===== config.mk =====
export PLATFORM = sky130hd
export DESIGN_NAME = alu_seq
export DESIGN_NICKNAME = d
export VERILOG_FILES = /design/src/rtl/alu_seq.sv
export SDC_FILE = /design/constraint.sdc
export NUM_CORES = 1
export LEC_CHECK = 0
export CAP_MARGIN = 20
export CORE_MARGIN = 2
export CORE_UTILIZATION = 35
export CTS_CLUSTER_DIAMETER = 40
export DETAILED_ROUTE_END_ITERATION = 10
export GPL_TIMING_DRIVEN = 0
export PLACE_DENSITY = 0.54
export SETUP_SLACK_MARGIN = 0.15
export SYNTH_ARGS = -nofsm -noshare
export SYNTH_HDL_FRONTEND = slang
export SYNTH_SLANG_ARGS = --single-unit
export TNS_END_PERCENT = 20

===== constraint.sdc =====
create_clock -name clk -period 2.8 [get_ports clk]
set_input_delay 0.28 -clock clk [delete_from_list [all_inputs] [get_ports clk]]
set_output_delay 0.28 -clock clk [all_outputs]
set_load 0.005 [all_outputs]

===== src/rtl/alu_seq.sv =====
// Sequential ALU: single-cycle add/sub/logic ops, and shifts that step one bit per cycle.
// Results and flags are registered on DONE entry and held until the consumer accepts them.
module alu_seq #(
    parameter int WIDTH = 8
) (
    input  logic                     clk,
    input  logic                     reset,
    input  logic                     in_valid,
    output logic                     in_ready,
    input  logic [WIDTH-1:0]         inA,
    input  logic [WIDTH-1:0]         inB,
    input  logic [$clog2(WIDTH)-1:0] inC,
    input  logic [2:0]               op,
    output logic                     out_valid,
    input  logic                     out_ready,
    output logic [WIDTH-1:0]         ans,
    output logic                     zero,
    output logic                     carry,
    output logic                     ovf,
    output logic                     busy
);
    localparam int SHW = $clog2(WIDTH);

    typedef enum logic [1:0] {IDLE, SHIFT, DONE} stateT;
    typedef enum logic [2:0] {
        OP_SRA = 3'b000, OP_SRL = 3'b001, OP_SUB = 3'b010, OP_ADD = 3'b011,
        OP_SLL = 3'b100, OP_AND = 3'b101, OP_OR  = 3'b110, OP_XOR = 3'b111
    } opT;

    stateT            state, stateNext;
    opT               opIn, shOp;
    logic [WIDTH-1:0] shReg, shStep, resNext;
    logic [SHW-1:0]   shCnt;
    logic [WIDTH:0]   sumFull, diffFull;
    logic             resLoad, shLoad, cNext, vNext;

    assign opIn     = opT'(op);
    assign sumFull  = {1'b0, inA} + {1'b0, inB};
    // Zero-extended subtraction: the extra bit is the unsigned borrow.
    assign diffFull = {1'b0, inA} - {1'b0, inB};

    always_comb begin
        case (shOp)
            OP_SRA:  shStep = {shReg[WIDTH-1], shReg[WIDTH-1:1]};
            OP_SLL:  shStep = {shReg[WIDTH-2:0], 1'b0};
            default: shStep = {1'b0, shReg[WIDTH-1:1]};
        endcase
    end

    always_comb begin
        stateNext = state;
        resLoad   = 1'b0;
        shLoad    = 1'b0;
        resNext   = shStep;
        cNext     = 1'b0;
        vNext     = 1'b0;
        in_ready  = 1'b0;
        out_valid = 1'b0;
        busy      = 1'b1;
        case (state)
            IDLE: begin
                in_ready = 1'b1;
                busy     = 1'b0;
                if (in_valid) begin
                    resLoad   = 1'b1;
                    stateNext = DONE;
                    case (opIn)
                        OP_ADD: begin
                            resNext = sumFull[WIDTH-1:0];
                            cNext   = sumFull[WIDTH];
                            vNext   = (inA[WIDTH-1] == inB[WIDTH-1]) &&
                                      (sumFull[WIDTH-1] != inA[WIDTH-1]);
                        end
                        OP_SUB: begin
                            resNext = diffFull[WIDTH-1:0];
                            cNext   = diffFull[WIDTH];
                            vNext   = (inA[WIDTH-1] != inB[WIDTH-1]) &&
                                      (diffFull[WIDTH-1] != inA[WIDTH-1]);
                        end
                        OP_AND:  resNext = inA & inB;
                        OP_OR:   resNext = inA | inB;
                        OP_XOR:  resNext = inA ^ inB;
                        default: begin
                            resNext = inA;
                            if (inC != '0) begin
                                resLoad   = 1'b0;
                                shLoad    = 1'b1;
                                stateNext = SHIFT;
                            end
                        end
                    endcase
                end
            end
            SHIFT: begin
                if (shCnt == SHW'(1)) begin
                    resLoad   = 1'b1;
                    stateNext = DONE;
                end
            end
            DONE: begin
                out_valid = 1'b1;
                if (out_ready) stateNext = IDLE;
            end
            default: stateNext = IDLE;
        endcase
    end

    always_ff @(posedge clk) begin
        if (!reset) state <= IDLE;
        else        state <= stateNext;
    end

    always_ff @(posedge clk) begin
        if (!reset) begin
            ans   <= '0;
            zero  <= 1'b0;
            carry <= 1'b0;
            ovf   <= 1'b0;
            shReg <= '0;
            shCnt <= '0;
            shOp  <= OP_SRL;
        end else begin
            if (shLoad) begin
                shReg <= inA;
                shCnt <= inC;
                shOp  <= opIn;
            end else if (state == SHIFT) begin
                shReg <= shStep;
                shCnt <= shCnt - SHW'(1);
            end
            if (resLoad) begin
                ans   <= resNext;
                zero  <= (resNext == '0);
                carry <= cNext;
                ovf   <= vNext;
            end
        end
    end
endmodule


## After elaboration in Yosys (flattened, before gate mapping)

Index checks and enable logic that the tools add are counted.
W data, S select, Z words.

| storage, ports and cells | value |
|---|---|
| register bits after elaboration | 27 |
| latch bits | 0 |
| bits in writable memories | 0 |
| memory bits (read-only) | 0 |
| output and inout bits | 14 |
| word-level logic and storage cells | 71 |
| memories | 0 |

| cells by class | value |
|---|---|
| $add $sub $neg | 3 |
| $mul | 0 |
| divide/modulo/power cells | 0 |
| order comparisons | 0 |
| eq/ne operators | 16 |
| shifts and indexed selects | 0 |
| multiplexer cells | 32 |
| bitwise gates (word level) | 3 |
| reduce and logical (&&, ||, !) cells | 9 |

Operators by type and width:

| operator | count |
|---|---|
| $pmux W8 S5 | 1 |
| $mux W8 | 4 |
| $pmux W8 S2 | 1 |
| $mux W1 | 15 |
| $eq A3 B3 Y1 const B | 4 |
| $mux W2 | 5 |
| $add A8 B8 Y9 | 1 |
| $sub A8 B8 Y9 | 1 |
| $and A8 B8 Y8 | 1 |
| $logic_not A8 Y1 | 1 |
| $or A8 B8 Y8 | 1 |
| $xor A8 B8 Y8 | 1 |
| $eq A3 B2 Y1 const B | 2 |
| $mux W3 | 2 |
| $ne A2 B2 Y1 const B | 3 |
| $pmux W1 S2 | 3 |
| $pmux W2 S3 | 1 |
| $reduce_or A5 Y1 | 1 |
| $eq A3 B1 Y1 const B | 1 |
| $logic_not A3 Y1 | 1 |
| $ne A1 B1 Y1 | 3 |
| $reduce_and A3 Y1 | 1 |
| $reduce_bool A3 Y1 | 1 |
| $sub A3 B1 Y3 const B | 1 |
| other kinds (6) | 7 |

## Depth between registers and ports, before layout

| depth | value |
|---|---|
| word-level depth | 6 |
| depth in mapped cells | 10 |
| depth with buffers taken out | 10 |

## Worst setup path after synthesis

Ideal clock, no wire load.

| timing | value |
|---|---|
| kind | input -> register |
| start point | input inA[0] |
| end point | register zero |
| library setup time | 115 ps |
| arrival | 1984 ps |
| required time | 2685 ps |
| path slack | 700 ps |
| stages | 9 |
| cells stage by stage | ha_1 fa_1 a211o_1 a31oi_1 o211a_1 o21ai_0 a21oi_1 o21ai_0 a31o_1 |

| on the way | value |
|---|---|
| word-level cells in the longest chain between the ends | 5 |

RTL lines:

| element | line | text |
|---|---|---|
| from (decl) | 10 | `input logic [WIDTH-1:0] inA,` |
| $sub A8 B8 Y9 (tied with other cells) | 40 | `assign diffFull = {1'b0, inA} - {1'b0, inB};` |
| $pmux W8 S5 * | 67 | `case (opIn)` |
| $mux W8 * | 64 | `if (in_valid) begin` |
| $mux W8 * | 60 | `case (state)` |
| $logic_not A8 Y1 * | 133 | `zero <= (resNext == '0);` |
| to (signal assigned) | 133 |  |
| to (decl) | 17 | `output logic zero,` |

Mark *: on every way between the ends. The rest lies on a longest branch, timed or not.
A chain may end at the register's enable or synchronous reset.

## Worst setup path in the final report

| timing | value |
|---|---|
| start point | input inB[0] |
| end point | register zero |

| on the way | value |
|---|---|
| word-level cells in the longest chain between the ends | 5 |

RTL lines:

| element | line | text |
|---|---|---|
| from (decl) | 11 | `input logic [WIDTH-1:0] inB,` |
| $sub A8 B8 Y9 (tied with other cells) | 40 |  |
| $pmux W8 S5 * | 67 |  |
| $mux W8 * | 64 |  |
| $mux W8 * | 60 |  |
| $logic_not A8 Y1 * | 133 |  |

Marks and branches as above.

==> qor.txt <==
fin crit share: 0.904
Crit Path Max Fanout: 4
Reg-to-Reg End: zero
commonest non-fill, non-tap cell in the layout: nand2_1
ant diodes: 0
detailed-route wire length: 8.04 mm
Port Buf Inserts: 39
vias in the first global route: 2,579
post-synthesis mux area share: 0.0511
die height: 92.5 µm
FF+latch count, synth: 27
fillers: 792
CP arrival: 2.76 ns
final core occ: 0.447
Pwr Total: 1.19 mW
fraction of layout cells with a size suffix above 1: 0.114
register share of total power: 0.366
vias per cell: 5.48
critical path endpoint category: register
Post-CTS Hold Fix Bufs: 0
Tmin final: 2.53 ns
Final setup viols: 0
IO Pins: 40
Mapped Nets: 403
Detailed Routing Iterations Pass 1: 4
clock network power share: 0.191
Core Rows: 32
flop-to-flop setup slack: 0.71 ns
area of the multi-input gates: 2050 µm²
Required @ worst endpoint: 3.03 ns
Synth Area in Compound Gates: 0.292
Overflow after GRT: 0
slowest cell delay on critical path: 0.56 ns
Final Hold Violating Endpoints: 0
Initial Util: 0.358
first-pass GRT wire length: 13.3 mm
Switching Share: 0.361
DP HPWL: 6.27 mm
Max rail drop VDD: 0.000225 V
DR WL/cell: 16.2 µm
post-synthesis cell area: 2740 µm²
top layer in use: met4
Worst-Margin Slew: 0.714 ns
Gate power share: 0.444
GPL Wtd Cong: 0.821
YS warnings: 0
run status: complete, no violations
# nets final: 451
Synth Area in XOR/XNOR: 0.0224
Worst Setup SP: inB[0]
Seq/Total Area, Yosys: 0.197
number of flops mapped to enable cells by yosys: 0
met3 wire len: 302 µm
Worst slew margin: 0.520
worst reg2reg startpoint: state[1]
Synth-to-Final Area Change: 24.8%
Lkg Pwr: 1.45 nW
core area: 7650 µm²
Async S/R FF share, synth: 0
main combinational cell family by area after synthesis: compound AO/OA/AOI/OAI gates
Internal Power: 0.761 mW
Avg Cell Area, Syn: 7.85 µm²
Worst-Skew Late Latency: 0.28 ns
Reg area: 541 µm²
clock sinks: 27
critical path class: in -> reg
Sw Pwr: 0.430 mW
PD cells: 348 nW/µm²
# placed instances: 490
Met2 Routed Length: 3.84 mm
crit path cell chain: clkdlybuf4s50_1 -> ha_4 -> fa_1 -> and3_1 -> o31a_1 -> o31ai_4 -> nand3_1 -> a211oi_2 -> a31o_1
clk_skew: 0.00564 ns
clk buf depth: 2
area share of and/or/nand/nor cells after synthesis: 0.225
CP Launch Type: input pin
synthesized-area fraction occupied by adder cells: 0.133
Met1 Wirelength: 3.84 mm
initial antenna violation count: 0
critical path's slowest cell: clkdlybuf4s50_1
most frequent cells in the layout: nand2_1, clkdlybuf4s50_1, dfxtp_1, inv_1, ha_1
cell count of the worst reg-to-reg path: 7
Mapped Cells: 349
final max-slew violation count: 0
Clock transition at path regs: 0.10 ns
RSZ-0062 raised after global routing: no
CTS tree: done
Non-Filler Instances: 498
DR vias: 2,731
Routed Antenna Nets: 0
gr usage total: 0.194
Critical Path End: zero
Die W: 92.5 µm
number of CTS-inserted buffers: 3
die area: 8560 µm²
drt initial violations: 154
pin count of the biggest net entering global routing: 17
HP Class: in -> reg
Clk Tree Root Cell: clkbuf_8
fmax: 395 MHz
hold path cells: 3
synth unique cells: 56
DR DRC count: 0
H-tree Lvls: 1
top_reg_cell synth: dfxtp_1
max-cap violation count: 0
==> worst min path at each step <==
stage / from / end / slack (ns)
2_1_floorplan: inA[2] / shReg[2] / 0.42
3_3_place_gp: ans[6] / ans[6] / 0.45
3_5_place_dp: ans[6] / ans[6] / 0.45
4_1_cts: ans[5] / ans[5] / 0.48
5_1_grt: inA[2] / shReg[2] / 0.39
6_report: inA[2] / shReg[2] / 0.37
==> cells by family (layout without fill, tap and decap cells) <==
kind of cell               after synthesis  count (layout)
AOI/OAI and AO/OA                      111             111
adders and majority gates               28              28
muxes                                   14              14
and+or+nand+nor                        118             118
xor gates and xnor gates                 7               7
buffers and inverters                   44              91
DFF                                     27              27
==> synth_stat cells, types with 2 or more instances <==
| library cell | n | area share |
|---|---|---|
| a2111oi_2 | 2 | 0.011 |
| a211oi_2 | 2 | 0.0091 |
| a21boi_0 | 9 | 0.025 |
| a21boi_1 | 3 | 0.0082 |
| a21oi_1 | 21 | 0.038 |
| a21oi_2 | 2 | 0.0064 |
| a22oi_1 | 2 | 0.0055 |
| a2bb2oi_1 | 2 | 0.0064 |
| a31oi_1 | 2 | 0.0046 |
| and3_1 | 5 | 0.011 |
| buf_2 | 5 | 0.0091 |
| buf_4 | 4 | 0.011 |
| buf_6 | 2 | 0.0082 |
| clkbuf_1 | 6 | 0.0082 |
| dfxtp_1 | 27 | 0.20 |
| fa_1 | 2 | 0.015 |
| ha_1 | 26 | 0.12 |
| inv_1 | 25 | 0.034 |
| mux2i_1 | 14 | 0.051 |
| nand2_1 | 46 | 0.063 |
| nand2b_1 | 12 | 0.027 |
| nand3_1 | 11 | 0.020 |
| nor2_1 | 8 | 0.011 |
| nor2_2 | 2 | 0.0046 |
| nor2b_1 | 10 | 0.023 |
| nor3_1 | 3 | 0.0055 |
| nor3b_1 | 10 | 0.027 |
| o211a_1 | 8 | 0.029 |
| o211ai_1 | 13 | 0.036 |
| o21a_1 | 2 | 0.0055 |
| o21ai_0 | 18 | 0.033 |
| o21ai_1 | 3 | 0.0055 |
| o21bai_1 | 3 | 0.0082 |
| o221ai_1 | 2 | 0.0064 |
| o22ai_1 | 3 | 0.0068 |
| o31a_1 | 2 | 0.0064 |
| o31ai_1 | 3 | 0.0082 |
| o31ai_2 | 2 | 0.0091 |
| or3_1 | 4 | 0.0091 |
| or3b_1 | 2 | 0.0064 |
| xnor2_1 | 4 | 0.013 |
| xor2_1 | 3 | 0.0096 |
==> registers in the layout (all words and copies together), names as in the netlist <==
name	count
zero	1
state	2
carry	1
ans	8
ovf	1
shOp	3
shReg	8
shCnt	3
==> what timing repair did <==
action,in CTS,in global routing
resized for setup,5,14
pin swaps,2,5
endpoints found under the setup margin,2,6
setup buffers,2,2
==> power groups by stage <==
| stage | clock [mW] | combinational [mW] | sequential, mW |
|---|---|---|---|
| final | 0.227 | 0.528 | 0.435 |
| after global routing | 0.248 | 0.586 | 0.439 |
| after CTS | 0.235 | 0.511 | 0.435 |
| after global placement | 0 | 0.490 | 0.443 |
| after detailed placement | 0 | 0.494 | 0.444 |
| after floorplan | 0 | 0.319 | 0.440 |
==> layer usage <==
metal	GRT usage	vias up
met5	0	-
met4	0.0249	0
met3	0.0187	4
met2	0.328	75
met1	0.274	1320
li1	-	1332
==> critical path: cells and delay by family <==
family / cells / cell delay, ns
AND/OR/NAND/NOR: 2 / 0.35
AO/OA/AOI/OAI: 4 / 0.96
buffers and inverters: 1 / 0.56
adder cells (fa/ha/maj): 2 / 0.63
==> cell type report <==
class,instances,share of cell area
flip-flops and latches,27,0.158
plain buffers,18,0.0351
well taps,102,0.0373
clock inverters,1,0.00219
repair buffers,43,0.127
clock buffers,3,0.0121
multi-input cells,278,0.600
inverters,26,0.0285
==> per-stage QoR <==
| step | TNS, ns | worst slack (ns) | instance area, µm² | hold slack, ns |
|---|---|---|---|---|
| 2_1_floorplan | 0 | 0.700 | 2740 | 0.425 |
| 3_3_place_gp | -0.771 | -0.264 | 3260 | 0.451 |
| 3_5_place_dp | -0.920 | -0.309 | 3260 | 0.448 |
| 4_1_cts | 0 | 0.151 | 3350 | 0.476 |
| 5_1_grt | 0 | 0.155 | 3420 | 0.394 |
| 6_report | 0 | 0.270 | 3420 | 0.370 |
No activity file was read; power rests on OpenSTA's default activity.
